==> src/rtl/depth2disp_pkg.sv <==
// depth2disp_pkg: shared FSM encoding and half-float field constants for depth2disp_conv.
package depth2disp_pkg;

    typedef enum logic [1:0] {IDLE, DECODE, DIV, DONE} state_e;

    localparam int FRAC_W   = 8;
    localparam int Q_W      = 16;
    localparam int EXP_BIAS = 15;
    localparam int MANT_W   = 10;

    localparam logic [4:0] EXP_MAX     = 5'd31;
    // Exponent at which the 11-bit significand lands unshifted on the Q8.8 grid.
    localparam logic [4:0] SHIFT_PIVOT = 5'(EXP_BIAS + MANT_W - FRAC_W);
    // First exponent whose shifted significand no longer fits in Q_W bits.
    localparam logic [4:0] SAT_EXP     = 5'(EXP_BIAS + MANT_W - FRAC_W + Q_W - MANT_W);

endpackage

==> src/rtl/half2fix_88_dec.sv <==
// half2fix_88_dec: combinational half-float magnitude to unsigned Q8.8 divisor decoder.
// Ports: h_i exponent+mantissa fields (sign stripped), d_o Q8.8 value (saturated to all ones),
//        is_zero_o zero/denormal, is_invalid_o NaN/Inf.
module half2fix_88_dec
    import depth2disp_pkg::*;
(
    input  logic [14:0]    h_i,
    output logic [Q_W-1:0] d_o,
    output logic           is_zero_o,
    output logic           is_invalid_o
);

    logic [4:0]     e;
    logic [Q_W-1:0] sig;

    assign e   = h_i[14:10];
    assign sig = Q_W'({1'b1, h_i[MANT_W-1:0]});

    assign is_zero_o    = e == '0;
    assign is_invalid_o = e == EXP_MAX;

    always_comb
        d_o = (e == '0)          ? '0 :
              (e >= SAT_EXP)     ? '1 :
              (e >= SHIFT_PIVOT) ? sig << (e - SHIFT_PIVOT) :
                                   sig >> (SHIFT_PIVOT - e);

endmodule

==> src/rtl/depth2disp_conv.sv <==
// depth2disp_conv: disparity = Tx / depth via iterative restoring division with valid/ready handshakes.
// Ports: clk, rst (sync active-high), clken (global enable); Tx (Q24.8), depth (Q8.8 or half),
//        depth_format, in_valid/in_ready input handshake; disp (Q8.8), disp_sat, disp_zero,
//        out_valid/out_ready output handshake.
// Build option: DEPTH2DISP_ROUND_EN rounds the quotient to nearest instead of truncating.
module depth2disp_conv #(
    parameter int FRAC_W = 8,
    parameter int TX_W   = 32,
    parameter int Q_W    = 16
) (
    input  logic            clk,
    input  logic            rst,
    input  logic            clken,
    input  logic            depth_format,
    input  logic [TX_W-1:0] Tx,
    input  logic [15:0]     depth,
    input  logic            in_valid,
    output logic            in_ready,
    output logic [Q_W-1:0]  disp,
    output logic            disp_sat,
    output logic            disp_zero,
    output logic            out_valid,
    input  logic            out_ready
);
    import depth2disp_pkg::*;

    localparam int N_W = TX_W + FRAC_W;

    state_e          state_q, state_d;
    logic [TX_W-1:0] tx_q, tx_d;
    logic [15:0]     depth_q, depth_d, d_q, d_d, r_q, r_d, r_next;
    logic            fmt_q, fmt_d, sat_q, sat_d, zero_q, zero_d;
    logic [Q_W-1:0]  quo_q, quo_d, disp_q, disp_d, q_next;
    logic [3:0]      cnt_q, cnt_d;
    logic [15:0]     half_d, dec_d;
    logic            half_zero, half_inv, dec_bad, ge;
    logic [N_W-1:0]  n_full;
    logic [16:0]     r_shift, q_rnd;

    half2fix_88_dec u_dec (
        .h_i          (depth_q[14:0]),
        .d_o          (half_d),
        .is_zero_o    (half_zero),
        .is_invalid_o (half_inv)
    );

    // Dividend scaled by 2^FRAC_W so the quotient comes out directly in Q8.8.
    assign n_full  = {tx_q, FRAC_W'(0)};
    assign dec_d   = fmt_q ? half_d : depth_q;
    assign dec_bad = (fmt_q & (half_zero | half_inv)) | (dec_d == '0);

    // Partial remainder stays below d, so 16 bits hold it; the shifted value needs 17.
    assign r_shift = {r_q, n_full[cnt_q]};
    assign ge      = r_shift >= {1'b0, d_q};
    assign r_next  = ge ? 16'(r_shift - {1'b0, d_q}) : r_shift[15:0];
    assign q_next  = {quo_q[Q_W-2:0], ge};

`ifdef DEPTH2DISP_ROUND_EN
    assign q_rnd = {1'b0, q_next} + 17'({r_next, 1'b0} >= {1'b0, d_q});
`else
    assign q_rnd = {1'b0, q_next};
`endif

    always_comb begin
        state_d = state_q;
        tx_d    = tx_q;
        depth_d = depth_q;
        fmt_d   = fmt_q;
        d_d     = d_q;
        r_d     = r_q;
        quo_d   = quo_q;
        cnt_d   = cnt_q;
        disp_d  = disp_q;
        sat_d   = sat_q;
        zero_d  = zero_q;
        case (state_q)
            IDLE: if (in_valid) begin
                tx_d    = Tx;
                depth_d = depth;
                fmt_d   = depth_format;
                state_d = DECODE;
            end
            DECODE: begin
                d_d    = dec_d;
                sat_d  = 1'b0;
                zero_d = 1'b0;
                if (dec_bad) begin
                    disp_d  = '0;
                    zero_d  = 1'b1;
                    state_d = DONE;
                end else if (n_full[N_W-1:16] >= (N_W-16)'(dec_d)) begin
                    disp_d  = '1;
                    sat_d   = 1'b1;
                    state_d = DONE;
                end else begin
                    r_d     = n_full[31:16];
                    quo_d   = '0;
                    cnt_d   = 4'd15;
                    state_d = DIV;
                end
            end
            DIV: begin
                r_d   = r_next;
                quo_d = q_next;
                cnt_d = cnt_q - 4'd1;
                if (cnt_q == '0) begin
                    disp_d  = q_rnd[16] ? '1 : q_rnd[15:0];
                    sat_d   = q_rnd[16];
                    state_d = DONE;
                end
            end
            DONE: if (out_ready) state_d = IDLE;
            default: state_d = IDLE;
        endcase
    end

    always_ff @(posedge clk) begin
        if (rst) begin
            state_q <= IDLE;
            tx_q    <= '0;
            depth_q <= '0;
            fmt_q   <= 1'b0;
            d_q     <= '0;
            r_q     <= '0;
            quo_q   <= '0;
            cnt_q   <= '0;
            disp_q  <= '0;
            sat_q   <= 1'b0;
            zero_q  <= 1'b0;
        end else if (clken) begin
            state_q <= state_d;
            tx_q    <= tx_d;
            depth_q <= depth_d;
            fmt_q   <= fmt_d;
            d_q     <= d_d;
            r_q     <= r_d;
            quo_q   <= quo_d;
            cnt_q   <= cnt_d;
            disp_q  <= disp_d;
            sat_q   <= sat_d;
            zero_q  <= zero_d;
        end
    end

    assign in_ready  = (state_q == IDLE) & ~rst;
    assign out_valid = (state_q == DONE) & ~rst;
    assign disp      = disp_q;
    assign disp_sat  = sat_q;
    assign disp_zero = zero_q;

endmodule

==> config.mk <==
export PLATFORM = sky130hd
export DESIGN_NAME = depth2disp_conv
export DESIGN_NICKNAME = d
export VERILOG_FILES = /design/src/rtl/depth2disp_pkg.sv /design/src/rtl/half2fix_88_dec.sv /design/src/rtl/depth2disp_conv.sv
export SDC_FILE = /design/constraint.sdc
export NUM_CORES = 1
export LEC_CHECK = 0
export BUFFER_PORTS_ARGS = -buffer_cell sky130_fd_sc_hd__buf_2
export CAP_MARGIN = 20
export CORE_ASPECT_RATIO = 2
export CORE_MARGIN = 3
export CORE_UTILIZATION = 40
export DETAILED_ROUTE_END_ITERATION = 8
export SETUP_SLACK_MARGIN = 0.15
export SKIP_CTS_REPAIR_TIMING = 1
export SLEW_MARGIN = 15
export SYNTH_ARGS = -nofsm -noshare
export SYNTH_HDL_FRONTEND = slang
export SYNTH_SLANG_ARGS = --single-unit
==> constraint.sdc <==
create_clock -name clk -period 6.3 [get_ports clk]
set_clock_uncertainty 0.15 [all_clocks]
set_input_delay 0.63 -clock clk [delete_from_list [all_inputs] [get_ports clk]]
set_output_delay 0.63 -clock clk [all_outputs]
set_load 0.005 [all_outputs]
==> flow_summary.yaml <==
status:
  status: "finished clean"
routing:
  route.met3.wl_um: 734
  ant_nets: 0
  wl_met2_um: 14000
  finalWirelength_um: 24900
  first_pass_iters: 4
  vias: 7266
  viasPerCell: 5.74
  dr.max_layer_used: "met4"
  wl_met1_um: 8620
  drt_iter0_markers: 346
  drc_errors: 0
  wire_per_inst_um: 19.7
floorplanning:
  die_y_um: 203
  die_width_um: 104
  boundaryPins: 74
  die-area_mm2: 0.0212
  core_mm2: 0.0189
  rows: 71
  start_util: 0.410
setup_path:
  required_ns: 6.52
  worstPathArrival_ns: 5.56
  ff2ff_path_depth: 19
  path_class: "reg -> reg"
  cp_max_fo: 34
  cp-start-kind: "register"
  startpoint: "depth_q[12]$_SDFFE_PP0P_"
  regToRegStartpoint: "depth_q[12]$_SDFFE_PP0P_"
  critPathCapture: "r_q[14]$_SDFFE_PP0P_"
  regToRegSetupSlack_ns: 0.95
  timing.rr.end: "r_q[14]$_SDFFE_PP0P_"
  crit_path_end_kind: "register"
timing:
  fin_crit_sh: 0.848
  finalSetupTns_ns: 0
  relSlewSlack: 0.263
  setup_viol: 0
  tightest_slew_ns: 1.11
  whs_ns: 0.293
  hold_viol: 0
  rsz0062_at_grt: "false"
  slew_violations: 0
  max_freq_ghz: 0.187
  period_minus_slack_ns: 5.35
power:
  power.switching_w: 0.000813
  switching_share: 0.336
  p_leak_nw: 3.44
  power_frac_comb: 0.267
  powerDensity_mw_per_mm2: 275
  power.share.clock: 0.382
  power.internal_w: 0.00161
  ir_drop_mv: 0.193
  seq_power_share: 0.351
global_routing:
  grt_use_total: 0.238
  grt_pass1_wl_um: 39200
  grt_pass1_vias: 7236
  grt_overflow: 0
  grt_max_degree: 55
  antenna_found_initial: 0
cts:
  numCtsBuffers: 17
  path_clk_slew_ns: 0.06
  cts_num_sinks: 120
  cts_max_path_buffers: 2
  cts_tree: "yes"
  clkLatencyLatePin_ns: 0.42
  cts-htree-levels: 4
  cts-root-buf: "clkbuf_16"
placed_design:
  placed_cell_area_mm2: 0.00824
  placed_cells: 1232
  dp_hpwl_um: 19100
  gp_congestion: 0.938
  io_buffers: 73
yosys:
  avgSynthCellArea_um2: 8.07
  syn-num-nets: 1060
  synthTopCellsByArea: "dfxtp_1, nand2_1, a21oi_1"
  synth_area_leader_cell: "dfxtp_1"
  yosysTopAreaCellShare: 0.310
  async_flop_share: 0
  synth.yosys.seq_area_share: 0.310
  syn_inst: 962
  synthFlopType: "dfxtp_1"
  ys_warn_count: 0
  synth_edf_count: 0
  syn-cell-area_mm2: 0.00776
  synth_cell_types: 84
  synth_seq_cells: 120
min_path:
  hp-class: "in -> reg"
layout:
  layout.nets: 1095
  fill_cells: 1895
  design_area_mm2: 0.00882
  areaGrowthSynthToFinish_pct: 13.7
  fin_cells: 1265
  diodes: 0
  drive_gt1_frac: 0.174
run:
  max_cap_violations: 0
==> logic make-up (layout without fill, tap and decap cells) <==
kind of cell             count (synthesis)  in the layout  synth area share
AO/OA/AOI/OAI                          283            283             0.254
buffers and inverters                  116            164            0.0624
XOR/XNOR                                15             15            0.0179
AND/OR/NAND/NOR                        338            338             0.201
adder cells (fa/ha/maj)                 44             44            0.0719
flip-flops                             120            120             0.310
multiplexers                            46             46            0.0834
==> per-layer routing <==
| layer | global-route usage | vias to the layer above |
|---|---|---|
| li1 | - | 3543 |
| met1 | 0.229 | 3465 |
| met2 | 0.454 | 180 |
| met3 | 0.0395 | 78 |
| met4 | 0.156 | 0 |
| met5 | 0 | - |
==> cell type report <==
cell class | instances | area, um2 | area share
tap | 255 | 319 | 0.0362
clock buffer | 18 | 429 | 0.0487
clock inverter | 14 | 128 | 0.0145
multi-input combinational | 726 | 4890 | 0.554
sequential | 120 | 2400 | 0.272
timing repair buffer | 87 | 485 | 0.0550
inverter | 45 | 169 | 0.0192
==> flip-flops by register name, summed over array words and instances, names as in the netlist, 2 cells and up <==
| name | count |
|---|---|
| state_q | 2 |
| tx_q | 32 |
| depth_q | 16 |
| quo_q | 15 |
| disp | 16 |
| d_q | 16 |
| r_q | 16 |
| cnt_q | 4 |
==> layout by cell type (no fill, tap or decap), types with 5 or more instances in the layout <==
cell type / instances
a211o_1: 5
a211oi_1: 22
a21o_1: 25
a21oi_1: 111
a22o_1: 11
a22oi_1: 6
a22oi_2: 10
and3_1: 6
buf_2: 72
buf_4: 14
clkbuf_16: 17
dfxtp_1: 120
ha_1: 43
inv_1: 42
mux2_2: 9
mux2i_1: 23
mux4_2: 14
nand2_1: 169
nand3_1: 22
nand4_1: 12
nor2_1: 49
nor2b_1: 11
nor3_1: 28
nor4_1: 8
o21ai_0: 23
o31ai_1: 5
xnor2_1: 10
==> power by group through the flow <==
stage                     logic [W]  registers (W)  clock network, W
final                      0.000647       0.000850          0.000924
after global routing       0.000710       0.000856          0.000967
after CTS                  0.000644       0.000850          0.000935
after detailed placement   0.000642       0.000865                 0
after global placement     0.000641       0.000866                 0
after floorplan            0.000477       0.000844                 0
==> worst min-delay path by stage <==
stage / slack [ns] / cells after the start / startpoint / to
4_1_cts: 0.28 / 3 / Tx[17] / tx_q[17]$_SDFFE_PP0P_
3_5_place_dp: 0.30 / 2 / tx_q[6]$_SDFFE_PP0P_ / tx_q[6]$_SDFFE_PP0P_
2_1_floorplan: 0.28 / 2 / depth_q[15]$_SDFFE_PP0P_ / depth_q[15]$_SDFFE_PP0P_
6_report: 0.29 / 3 / Tx[17] / tx_q[17]$_SDFFE_PP0P_
3_3_place_gp: 0.29 / 2 / depth_q[15]$_SDFFE_PP0P_ / depth_q[15]$_SDFFE_PP0P_
5_1_grt: 0.29 / 3 / Tx[17] / tx_q[17]$_SDFFE_PP0P_
==> worst max-delay path, cell delays in order (launching register included) <==
cell and delay [ns]:
dfxtp_1 0.57, inv_1 0.17, ha_1 0.26, a21bo_2 0.27, o311ai_2 0.56, or2_2 0.31
nor2_1 0.07, a21oi_1 0.16, a21boi_0 0.30, ha_1 0.31, and2_0 0.18, a221o_1 0.34
nor3_1 0.15, a21o_1 0.17, nand2_1 0.17, o31a_1 0.34, buf_4 0.24, a21oi_1 0.18
buf_4 0.22, a32o_1 0.17
==> cell usage after synthesis (all sizes together), types with 23 or more instances <==
cell,n
nand2,170
dfxtp,120
a21oi,112
clkbuf,49
nor2,49
ha,43
inv,43
nor3,30
a211oi,25
a21o,25
o21ai,24
mux2i,23
nand3,23
==> stage by stage <==
stage | setup WS, ns | utilization | total power, W
global placement | 1.06 | 0.436 | 0.00151
CTS | 0.987 | 0.465 | 0.00243
floorplan | 1.40 | - | 0.00132
global route | 0.396 | 0.466 | 0.00253
detailed placement | 1.01 | 0.436 | 0.00151
finish | 0.955 | 0.466 | 0.00242
No activity file was read; power rests on OpenSTA's default activity.
